`src/rtl/dac_stream_feeder.sv`:
```
// dac_stream_feeder: FIFO-buffered DAC0/DAC1 sample sequencer with priming, offset, saturation and underflow status
module dac_stream_feeder #(
  parameter int DEPTH_LOG2 = 4,
  parameter int PRIME_LEVEL = 8
) (
  input  logic               clkD,
  input  logic               rst_in,
  input  logic               enable_in,
  input  logic               flush_in,
  input  logic               clr_status_in,
  input  logic               s_valid_in,
  output logic               s_ready_out,
  input  logic signed [15:0] s_dac0_in,
  input  logic signed [15:0] s_dac1_in,
  input  logic signed [15:0] offset0_in,
  input  logic signed [15:0] offset1_in,
  output logic signed [15:0] DAC0_out,
  output logic signed [15:0] DAC1_out,
  output logic               running_out,
  output logic [DEPTH_LOG2:0] fill_out,
  output logic               underflow_out,
  output logic [15:0]        underflow_cnt_out
);
  localparam int DEPTH = 1 << DEPTH_LOG2;
  localparam int CW = DEPTH_LOG2 + 1;
  typedef enum logic [1:0] {IDLE = 2'd0, PRIME = 2'd1, RUN = 2'd2} state_t;
  state_t state, state_nx;
  logic [CW-1:0] count;
  logic [DEPTH_LOG2-1:0] wptr, rptr;
  logic [31:0] mem [DEPTH];
  logic [31:0] rd;
  logic push, pop, under, active, empty;
  function automatic logic [15:0] sat(input logic [15:0] a, input logic [15:0] b);
    logic [16:0] s;
    s = {a[15], a} + {b[15], b};
    return (s[16] ^ s[15]) ? (s[16] ? 16'h8000 : 16'h7FFF) : s[15:0];
  endfunction
  assign s_ready_out = count < CW'(DEPTH);
  assign empty = count == '0;
  assign active = enable_in && !flush_in && state == RUN;
  assign pop = active && !empty;
  assign under = active && empty;
  assign push = s_valid_in && s_ready_out && !flush_in;
  assign rd = mem[rptr];
  assign running_out = state == RUN;
  assign fill_out = count;
  always_comb begin
    state_nx = state;
    state_nx = !enable_in ? IDLE :
               flush_in ? PRIME :
               state == IDLE ? PRIME :
               (state == PRIME && count >= CW'(PRIME_LEVEL)) ? RUN :
               under ? PRIME : state;
  end
  always_ff @(posedge clkD or posedge rst_in)
    if (rst_in) begin
      state <= IDLE;
      count <= '0;
      wptr <= '0;
      rptr <= '0;
    end else begin
      state <= state_nx;
      count <= flush_in ? '0 : count + CW'(push) - CW'(pop);
      wptr <= flush_in ? '0 : wptr + DEPTH_LOG2'(push);
      rptr <= flush_in ? '0 : rptr + DEPTH_LOG2'(pop);
    end
  always_ff @(posedge clkD)
    if (push) mem[wptr] <= {s_dac1_in, s_dac0_in};
  // IDLE and enable-drop force zero; otherwise outputs only move on a pop
  always_ff @(posedge clkD or posedge rst_in)
    if (rst_in) begin
      DAC0_out <= '0;
      DAC1_out <= '0;
    end else if (!enable_in || state == IDLE) begin
      DAC0_out <= '0;
      DAC1_out <= '0;
    end else if (pop) begin
      DAC0_out <= sat(rd[15:0], offset0_in);
      DAC1_out <= sat(rd[31:16], offset1_in);
    end
  always_ff @(posedge clkD or posedge rst_in)
    if (rst_in) begin
      underflow_out <= 1'b0;
      underflow_cnt_out <= '0;
    end else if (clr_status_in) begin
      underflow_out <= 1'b0;
      underflow_cnt_out <= '0;
    end else if (under) begin
      underflow_out <= 1'b1;
      underflow_cnt_out <= underflow_cnt_out + 16'(underflow_cnt_out != 16'hFFFF);
    end
endmodule

```
`config.mk`:
```
export PLATFORM = sky130hd
export DESIGN_NAME = dac_stream_feeder
export DESIGN_NICKNAME = d
export VERILOG_FILES = /design/src/rtl/dac_stream_feeder.sv
export SDC_FILE = /design/constraint.sdc
export NUM_CORES = 1
export LEC_CHECK = 0
export CAP_MARGIN = 5
export CORE_AREA = 2 2 232 234
export DETAILED_ROUTE_END_ITERATION = 7
export DIE_AREA = 0 0 234 236
export SLEW_MARGIN = 20
export SYNTH_ARGS = -nofsm -noshare
export SYNTH_HDL_FRONTEND = slang
export SYNTH_SLANG_ARGS = --single-unit
```
`constraint.sdc`:
```
create_clock -name clkD -period 4.9 [get_ports clkD]
set_input_delay 0.98 -clock clkD [delete_from_list [all_inputs] [get_ports clkD]]
set_output_delay 0.98 -clock clkD [all_outputs]
set_load 0.03 [all_outputs]
```
==> results.md <==
- Status: completed
- Total number of vias: 11,800
- Number of port buffers: 125
- Std cell rows: 85
- Syn_nets: 1,266
- Mapped Cells: 1,148
- Critical Path, Cell by Cell: buf_12 > buf_4 > mux4_2 > mux4_2 > ha_1 > a211oi_2 > o21ai_1 > a31oi_1 > o21bai_1 > a311oi_2 > xnor2_1 > o21a_1 > a221o_1
- Die area: 0.0552 mm2
- Post-Syn Area: approximately 0.023 mm2
- First-pass GRT wire length: 80.5 mm
- Actual slew at the worst max-slew pin: 0.888 ns
- Ranking of synthesized cells by area: edfxtp_1 (66%), mux4_2 (15%), dfrtp_1 (6.8%), ha_1 (2.4%), a221o_1 (1.2%)
- Smallest hold slack: 0.513 ns
- WL/cell: 26.0 um
- Final Hold Violating Endpoints: 0
- Fraction of registers with async set/reset: 11.1%
- I/O pin count: around 130
- Leak: 9.10 nW
- Count of cell types in the netlist: 53
- Top_reg_cell synth: edfxtp_1
- Final cycle utilization of the critical path: 94.2%
- Critical Setup Path Class: register to register
- Largest fanout on the critical path: 31
- Worst Clk Skew: 0.0132 ns
- Total track usage: 20.2%
- CP Capture Type: register
- Maximum vdd ir drop: 0.273 mV
- Yosys top cell area share: 65.6%
- CORE AREA: 0.0531 mm2
- Max-slew violation count: 0
- FF+latch area: 0.0170 mm2
- Sink Count: 576
- Synth warn: 0
- GPL Wtd Cong: 0.822
- Sequential area share after synthesis: 72.5%
- Setup TNS: 0 ns
- Total congestion overflow: 0
- Initial antenna violation count: 5
- Nets@finish: 1,460
- Crit start category: register
- Setup violators final: 0
- Vias per inst: 5.67
- Share of cells above drive strength 1: 23.5%
- Worst path max stage delay: about 0.7 ns
- #FFs+latches synth: 576
- Crit path max-delay cell type: dfrtp_4
- Clock Latency Late Sink: 0.63 ns
- WL final: 54.3 mm
- DRT antenna net count: 0
- RSZ-0062 raised after global routing: no
- Die X: roughly 230 um
- Count leader, synth: edfxtp_1
- Max-slew headroom: 40.7%
- Critical path required time: 5.41 ns
- Fill cells: 4,167
- Hold-fix buffers, CTS: 0
- Syn_area_per_cell: 20.4 um2
- Crit path from: rptr[1]
- Area Growth Syn to Fin: 19.2%
- Critical path data arrival time: 5.13 ns
- Synth cell count leaders: edfxtp_1 (512), mux4_2 (160), dfrtp_1 (64), nor2_1 (52), ha_1 (45)
- Detail Placement HPWL: between 30 and 40 mm
- Die Span Y: between 200 and 250 um
- Area of the multi-input gates: 0.00631 mm2
- Hold WC Path Type: register to register
- CTS tree: done
- DRC: 0
- DRT Pass-1 Iters: 5
- Clock Pin Slew Worst Setup and Hold Paths: ~0.060 ns
- Max Root-Sink Buffers: 3
- Period minus WS final: 4.62 ns
- CTS Root Cell: clkbuf_16
- Number of synthesized flops with an enable pin: 512
- Min-Delay Startpoint: DAC0_out[7]
- Top cell type by total area after synthesis: edfxtp_1
- Maximum Capacitance Violations: 0
- Largest net degree at the start of global routing: 43
- Via count of the first global-routing pass: 12,300
- Depth of the CTS H-tree: 2
- Crit-path most repeated cell: mux4_2
- Detailed router's first-iteration violation count: around 940
- Critical R2R Launch: rptr[1]
- Starting density of the core: between 40% and 50%
- CTS Buf Count: 58
- Pwr Density: 375 mW/mm2
- F_max: about 220 MHz
per-stage QoR:
step	cell area [um2]	util (%)	std cells	setup WS, ns	total power [mW]
floorplan	23400	-	1148	0.295	5.99
global placement	26100	49.2	1978	0.205	6.30
detailed placement	26100	49.2	1978	0.124	6.31
CTS	27900	52.6	2085	0.102	10.6
global route	27900	52.6	2086	0.00348	10.8
finish	27900	52.6	2087	0.282	10.5
path summary, 6_finish.rpt:
check	endpoint	slack (ns)	depth (start not counted)
max	DAC1_out[9]	0.28	13
min	DAC0_out[7]	0.51	1
max reg2reg	DAC1_out[9]	0.28	13
min reg2reg	DAC0_out[7]	0.51	1
max in group asynchronous	rptr[0]	3.09	3
min in group asynchronous	fill_out[1]	0.87	2
logic make-up after synthesis:
logic type,synth area share [%]
flops,72.5
mux,15.5
simple gates,2.70
compound gates,3.87
buf+inv,1.11
fa+ha+maj,2.79
xor+xnor,1.61
per-layer routing:
layer,GRT usage [%],part of all wire [%],up-vias
met1,28.4,43,6252
met3,3.77,5.9,66
met4,5.31,1.7,6
li1,-,-,5173
met2,32.6,49,340
met5,0,0.061,-
layout make-up:
class | instances | area share [%]
clock inverter | 33 | 1.02
multi-input combinational | 506 | 22.6
inverter | 17 | 0.228
tap | 696 | 3.12
timing repair buffer | 183 | 6.74
clock buffer | 74 | 5.49
antenna | 2 | 0.0179
sequential | 576 | 60.8
cell usage in the layout, fill, tap and decap left out, drive strengths merged, types with 6 or more instances in the layout:
cell type      count
edfxtp           512
mux4             160
clkdlybuf4s50    125
clkbuf            74
dfrtp             64
buf               58
nor2              53
ha                45
xnor2             30
a221o             29
clkinv            27
a21oi             26
o21ai             19
inv               18
nand3             13
xor2              13
nand2             13
a21o              12
or3               10
nor3               9
nand2b             8
nor2b              8
and3               6
worst max-delay path, delay by kind of cell, from the launching register on:
family	cells	cell delay (ns)
AO/OA/AOI/OAI	7	1.92
multiplexers	2	0.87
flip-flops	1	0.68
buffers and inverters	2	0.49
adder cells (fa/ha/maj)	1	0.34
XOR/XNOR	1	0.17
flip-flops by register name, summed over array words and instances, names as in the netlist:
name	count
rptr	4
DAC1_out	16
underflow_cnt_out	16
DAC0_out	16
mem	512
wptr	4
fill_out	5
underflow_out	1
state	2
power breakdown:
group | internal, mW | leakage [nW] | switching (mW)
clock network | 2.42 | 0.885 | 1.85
registers | 5.41 | 5.49 | 0.0232
logic | 0.328 | 2.72 | 0.442
what timing repair did:
item | in CTS | in global routing
setup endpoints to repair | 0 | 15
resized for setup | 0 | 2
buffers inserted | 0 | 0
Power figures use the tool's default switching activity.
